## src/rtl/jtag_tap_pkg.sv

```systemverilog
// Shared definitions for the jtag_gpios TAP: state encoding, IR width,
// opcodes and the instruction-to-data-register decode.
package jtag_tap_pkg;

  localparam int IR_LENGTH = 4;

  localparam logic [IR_LENGTH-1:0] IR_IDCODE = 4'h1;
  localparam logic [IR_LENGTH-1:0] IR_GPIO   = 4'hA;
  localparam logic [IR_LENGTH-1:0] IR_BYPASS = 4'hF;

  typedef enum logic [3:0] {
    TLR     = 4'd0,
    RTI     = 4'd1,
    SELDR   = 4'd2,
    CAPDR   = 4'd3,
    SHIFTDR = 4'd4,
    EXIT1DR = 4'd5,
    PAUSEDR = 4'd6,
    EXIT2DR = 4'd7,
    UPDDR   = 4'd8,
    SELIR   = 4'd9,
    CAPIR   = 4'd10,
    SHIFTIR = 4'd11,
    EXIT1IR = 4'd12,
    PAUSEIR = 4'd13,
    EXIT2IR = 4'd14,
    UPDIR   = 4'd15
  } tap_state_e;

  typedef enum logic [1:0] {
    DR_BYPASS,
    DR_IDCODE,
    DR_GPIO
  } dr_sel_e;

  // Unknown opcodes fall back to BYPASS so a scan chain never breaks.
  function automatic dr_sel_e decode_ir(input logic [IR_LENGTH-1:0] ir);
    case (ir)
      IR_IDCODE: return DR_IDCODE;
      IR_GPIO:   return DR_GPIO;
      default:   return DR_BYPASS;
    endcase
  endfunction

endpackage

```

## src/rtl/jtag_tap_fsm.sv

```systemverilog
// 16-state IEEE 1149.1 TAP controller with decoded per-state strobes.
module jtag_tap_fsm
  import jtag_tap_pkg::*;
(
  input  logic       tck,
  input  logic       trst_,
  input  logic       tms,
  output tap_state_e state,
  output logic       test_logic_reset,
  output logic       capture_ir,
  output logic       shift_ir,
  output logic       update_ir,
  output logic       capture_dr,
  output logic       shift_dr,
  output logic       update_dr
);

  tap_state_e state_nxt;

  // NOTE: sequential state uses non-blocking assignments so every flop
  // samples the pre-edge values regardless of process ordering.
  always_ff @(posedge tck or posedge trst_) begin
    if (trst_) state <= TLR;
    else       state <= state_nxt;
  end

  always_comb begin
    // NOTE: default first so every path assigns state_nxt and no latch is inferred.
    state_nxt = state;
    case (state)
      TLR:     state_nxt = tms ? TLR     : RTI;
      RTI:     state_nxt = tms ? SELDR   : RTI;
      SELDR:   state_nxt = tms ? SELIR   : CAPDR;
      CAPDR:   state_nxt = tms ? EXIT1DR : SHIFTDR;
      SHIFTDR: state_nxt = tms ? EXIT1DR : SHIFTDR;
      EXIT1DR: state_nxt = tms ? UPDDR   : PAUSEDR;
      PAUSEDR: state_nxt = tms ? EXIT2DR : PAUSEDR;
      EXIT2DR: state_nxt = tms ? UPDDR   : SHIFTDR;
      UPDDR:   state_nxt = tms ? SELDR   : RTI;
      SELIR:   state_nxt = tms ? TLR     : CAPIR;
      CAPIR:   state_nxt = tms ? EXIT1IR : SHIFTIR;
      SHIFTIR: state_nxt = tms ? EXIT1IR : SHIFTIR;
      EXIT1IR: state_nxt = tms ? UPDIR   : PAUSEIR;
      PAUSEIR: state_nxt = tms ? EXIT2IR : PAUSEIR;
      EXIT2IR: state_nxt = tms ? UPDIR   : SHIFTIR;
      UPDIR:   state_nxt = tms ? SELDR   : RTI;
      default: state_nxt = TLR;
    endcase
  end

  always_comb begin
    test_logic_reset = (state == TLR);
    capture_ir       = (state == CAPIR);
    shift_ir         = (state == SHIFTIR);
    update_ir        = (state == UPDIR);
    capture_dr       = (state == CAPDR);
    shift_dr         = (state == SHIFTDR);
    update_dr        = (state == UPDDR);
  end

endmodule

```

## src/rtl/jtag_gpio_tap.sv

```systemverilog
// Device-side JTAG TAP for jtag_gpios: IR, IDCODE/BYPASS/GPIO data
// registers, GPIO update register and the negedge TDO stage.
module jtag_gpio_tap
  import jtag_tap_pkg::*;
#(
  parameter logic [31:0]          IDCODE_VAL = 32'h149511C3,
  parameter int                   NR_GPIO    = 4,
  parameter logic [IR_LENGTH-1:0] IR_CAPTURE = 4'b0101
) (
  input  logic               tck,
  input  logic               trst_,
  input  logic               tms,
  input  logic               tdi,
  output logic               tdo,
  output logic               tdo_oe,
  input  logic [NR_GPIO-1:0] gpio_in,
  output logic [NR_GPIO-1:0] gpio_out,
  output logic               gpio_upd,
  output logic [3:0]         tap_state
);

  // One physical DR shifter serves every data register; its active length
  // is chosen by where tdi is inserted.
  localparam int DR_W = (NR_GPIO > 32) ? NR_GPIO : 32;

  tap_state_e state;
  logic       test_logic_reset;
  logic       capture_ir, shift_ir, update_ir;
  logic       capture_dr, shift_dr, update_dr;

  logic [IR_LENGTH-1:0] ir;
  logic [IR_LENGTH-1:0] ir_shift;
  logic [IR_LENGTH-1:0] ir_shift_nxt;
  logic [DR_W-1:0]      dr_shift;
  logic [DR_W-1:0]      dr_shift_nxt;
  dr_sel_e              dr_sel;

  jtag_tap_fsm u_fsm (
    .tck              (tck),
    .trst_            (trst_),
    .tms              (tms),
    .state            (state),
    .test_logic_reset (test_logic_reset),
    .capture_ir       (capture_ir),
    .shift_ir         (shift_ir),
    .update_ir        (update_ir),
    .capture_dr       (capture_dr),
    .shift_dr         (shift_dr),
    .update_dr        (update_dr)
  );

  assign tap_state = state;
  assign dr_sel    = decode_ir(ir);

  always_comb begin
    ir_shift_nxt = ir_shift;
    if (capture_ir)    ir_shift_nxt = IR_CAPTURE;
    else if (shift_ir) ir_shift_nxt = {tdi, ir_shift[IR_LENGTH-1:1]};
  end

  always_comb begin
    dr_shift_nxt = dr_shift;
    if (capture_dr) begin
      case (dr_sel)
        DR_IDCODE: dr_shift_nxt = DR_W'(IDCODE_VAL);
        DR_GPIO:   dr_shift_nxt = DR_W'(gpio_in);
        default:   dr_shift_nxt = '0;
      endcase
    end else if (shift_dr) begin
      dr_shift_nxt = dr_shift >> 1;
      case (dr_sel)
        DR_IDCODE: dr_shift_nxt[31]        = tdi;
        DR_GPIO:   dr_shift_nxt[NR_GPIO-1] = tdi;
        default:   dr_shift_nxt[0]         = tdi;
      endcase
    end
  end

  // TLR reloads IDCODE every cycle it is held, but gpio_out survives it:
  // only trst_ is allowed to drop the LEDs.
  always_ff @(posedge tck or posedge trst_) begin
    if (trst_) begin
      ir       <= IR_IDCODE;
      ir_shift <= '0;
      dr_shift <= '0;
      gpio_out <= '0;
      gpio_upd <= 1'b0;
    end else begin
      ir_shift <= ir_shift_nxt;
      dr_shift <= dr_shift_nxt;
      if (test_logic_reset) ir <= IR_IDCODE;
      else if (update_ir)   ir <= ir_shift;
      gpio_upd <= update_dr && (dr_sel == DR_GPIO);
      if (update_dr && (dr_sel == DR_GPIO)) gpio_out <= dr_shift[NR_GPIO-1:0];
    end
  end

  // Launching on the falling edge gives the host half a tck of setup.
  always_ff @(negedge tck or posedge trst_) begin
    if (trst_) begin
      tdo    <= 1'b0;
      tdo_oe <= 1'b0;
    end else begin
      tdo_oe <= shift_ir | shift_dr;
      if (shift_ir)      tdo <= ir_shift[0];
      else if (shift_dr) tdo <= dr_shift[0];
      else               tdo <= 1'b0;
    end
  end

endmodule

```

## config.mk

```make
export PLATFORM = sky130hd
export DESIGN_NAME = jtag_gpio_tap
export DESIGN_NICKNAME = d
export VERILOG_FILES = /design/src/rtl/jtag_tap_pkg.sv /design/src/rtl/jtag_tap_fsm.sv /design/src/rtl/jtag_gpio_tap.sv
export SDC_FILE = /design/constraint.sdc
export NUM_CORES = 1
export LEC_CHECK = 0
export BUFFER_PORTS_ARGS = -buffer_cell sky130_fd_sc_hd__buf_2
export CAP_MARGIN = 20
export CELL_PAD_IN_SITES_DETAIL_PLACEMENT = 0
export CELL_PAD_IN_SITES_GLOBAL_PLACEMENT = 2
export CORE_UTILIZATION = 40
export CTS_CLUSTER_SIZE = 20
export DETAILED_ROUTE_END_ITERATION = 8
export PLACE_DENSITY_LB_ADDON = 0.1
export SKIP_CTS_REPAIR_TIMING = 1
export SYNTH_ARGS = -nofsm -noshare
export SYNTH_HDL_FRONTEND = slang
export SYNTH_SLANG_ARGS = --single-unit
```

## constraint.sdc

```tcl
create_clock -name tck -period 3.6 [get_ports tck]
set_input_delay 0.72 -clock tck [delete_from_list [all_inputs] [get_ports tck]]
set_output_delay 0.72 -clock tck [all_outputs]
set_load 0.01 [all_outputs]
```

==> results.md <==
- Global placement routability congestion: 0.724
- Vias per cell: 5.39
- Bufs and invs on worst path: 1
- CTS root buf: clkbuf_8
- Final hold viol count: 0
- CP Launch Type: flop
- Cell Area, Synth: roughly 2300 um2
- CTS tree: done
- Initial antenna violation count: 0
- Yosys warns: 0
- Skew final: about 0.0084 ns
- Number of enable flip-flop cells after synthesis: 0
- Post-DP HPWL: 3370 um
- Total chip power: between 2 and 2.5 mW
- Dominant synthesized flop cell: dfrtp_1
- MaxCap Viol Count: 0
- Pleak: 1.21 nW
- FP Rows: 27
- ANT cells: 0
- Peak supply drop: 0.379 mV
- Slowest CP cell: dfrtn_1
- Per-cell routed wire length: 15.1 um
- First-pass GRT wire length: 8630 um
- Starting density of the core: between 40% and 50%
- Worst-skew pair later-pin latency: around 0.3 ns
- Post-route insts no fill: between 300 and 400
- Clock-pin slew on the worst setup and hold paths: 0.09 ns
- Post-layout net count: roughly 270
- Hold WS: 0.339 ns
- Total track usage: 18.2%
- Most frequent cells in the layout: 58 x nand2_1, 48 x dfrtp_1, 26 x a21oi_1
- Crit path required time: approximately 2.9 ns
- Total CTS buffers: 5
- Largest net degree at the start of global routing: 32
- Die W: just under 80 um
- Cell chain of the critical path: buf_2
- Arrival @ worst endpoint: around 2.6 ns
- Critical Path Fanout Max: 1
- PwrDens: 825 nW/um2
- DRT antenna net count: 0
- Share of layout cells above drive strength 1: 16.4%
- Die area: just over 6000 um2
- Vias: 1767
- CORE AREA: approximately 5500 um2
- Status: finished, final reports clean
- Routed Wire Length: 4960 um
- Mapped Nets: 250
- Final setup TNS: 0 ns
- GRT overflow: 0
- Ys async rst share: 100%
- Die Ht: ~78 um
- H-tree Lvls: 2
- FILL cells: 559
- CTS Buffer Depth: 2
- Max_slew headroom: 39.5%
- Area Growth Syn to Fin: 11.7%
- Kind of critical path: reg2out
- Worst-margin pin slew: 0.905 ns
- Cells after Synth: 240
- Largest delay contributor family on the critical path: flip-flops
- RSZ-0062 raised after global routing: false
- Clock sink total: 51
- Placed cells: between 300 and 400
- Library cells used by synthesis: 42
- Post-synthesis sequential area ratio: 55.0%
- Seq cells post-synth: 51
- IO Port Bufs: 18
- Mapped Avg Cell Area: 9.68 um2
- Worst Slack Setup Final: 0.258 ns
- Pre-CTS setup slack: 0.569 ns
- Worst Setup End Kind: primary output
- Pre-Repair DR Iteration Count: 4
- Number of global-route vias before repair: between 1.5k and 2k
- DRC Markers: 0
- Slew Limit Fails: 0
- IO Pins: 19
- Starting DRT DRC Count: 93
- Max incr delay on CP: 0.40 ns
- Commonest non-fill, non-tap cell in the layout: nand2_1
- Worst Hold Class: in2async
- Final setup fails: 0
-- power by group --
part / internal, mW / switching [mW]
clock: 0.225 / 0.188
combinational: 0.327 / 0.443
sequential: 0.793 / 0.165
total: 1.34 / 0.797
-- registers in the layout (all words and copies together) (netlist names) --
name         flops
gpio_upd         1
tdo_oe           1
ir               4
gpio_out         4
tdo              1
ir_shift         4
dr_shift        32
u_fsm.state      4
-- metal layers --
metal  up-vias  track usage [%]  routed length, um
met1       883             23.7               2430
met2        20             30.2               2360
met5         -                0                  0
li1        858                -                  -
met3         6             3.84                107
met4         0             5.74                 62
-- cell type report --
class	instances	area, um2	share of cell area (%)
Sequential cell	51	1280	49.2
Timing Repair Buffer	24	135	5.20
Clock buffer	6	82.6	3.18
Tap cell	72	90.1	3.47
Multi-Input combinational cell	165	942	36.3
Clock inverter	2	35.0	1.35
Inverter	8	33.8	1.30
-- synth_stat cells, types with 2 or more instances --
library cell	number	share of area (%)
nand2_1	58	9.4
dfrtp_1	48	52
a21oi_1	26	5.6
buf_2	11	2.4
o21ai_0	11	2.4
nor2_1	10	1.6
inv_1	8	1.3
a31oi_1	7	1.9
clkbuf_1	5	0.81
mux2_2	4	1.9
mux2i_1	4	1.7
a221o_1	3	1.3
a22o_1	3	1.1
nand2b_1	3	0.81
o22ai_1	3	0.81
or3_1	3	0.81
a311oi_1	2	0.75
and3_1	2	0.54
dfrtn_1	2	2.2
ha_1	2	1.1
nand3_1	2	0.43
nand4b_1	2	0.75
o211ai_1	2	0.65
-- per-stage QoR --
step / utilization, % / instance area [um2]
floorplan: - / 2330
global placement: 44.7 / 2480
detailed placement: 44.7 / 2480
CTS: 46.9 / 2600
global route: 46.9 / 2600
finish: 46.9 / 2600
-- final timing paths --
kind / startpoint / end / slack (ns) / cells past startpoint
max: tdo_oe / tdo_oe / 0.26 / 1
min: trst_ / ir_shift[1] / 0.34 / 2
max reg2reg: u_fsm.state[1] / tdo / 0.62 / 3
min reg2reg: gpio_out[1] / gpio_out[1] / 0.51 / 1
max in group asynchronous: trst_ / tdo_oe / 1.37 / 2
min in group tck: gpio_out[1] / gpio_out[1] / 0.51 / 1
-- cell families (layout without fill, tap and decap cells) --
group,Yosys count,count (layout),share of synthesized area [%]
multiplexers,8,8,3.66
AO/OA/AOI/OAI,64,64,17.2
XOR/XNOR,1,1,0.377
adder cells (fa/ha/maj),2,2,1.08
flip-flops,51,51,55.0
AND/OR/NAND/NOR,90,90,18.3
buffers and inverters,24,40,4.47
Power figures use the tool's default switching activity.
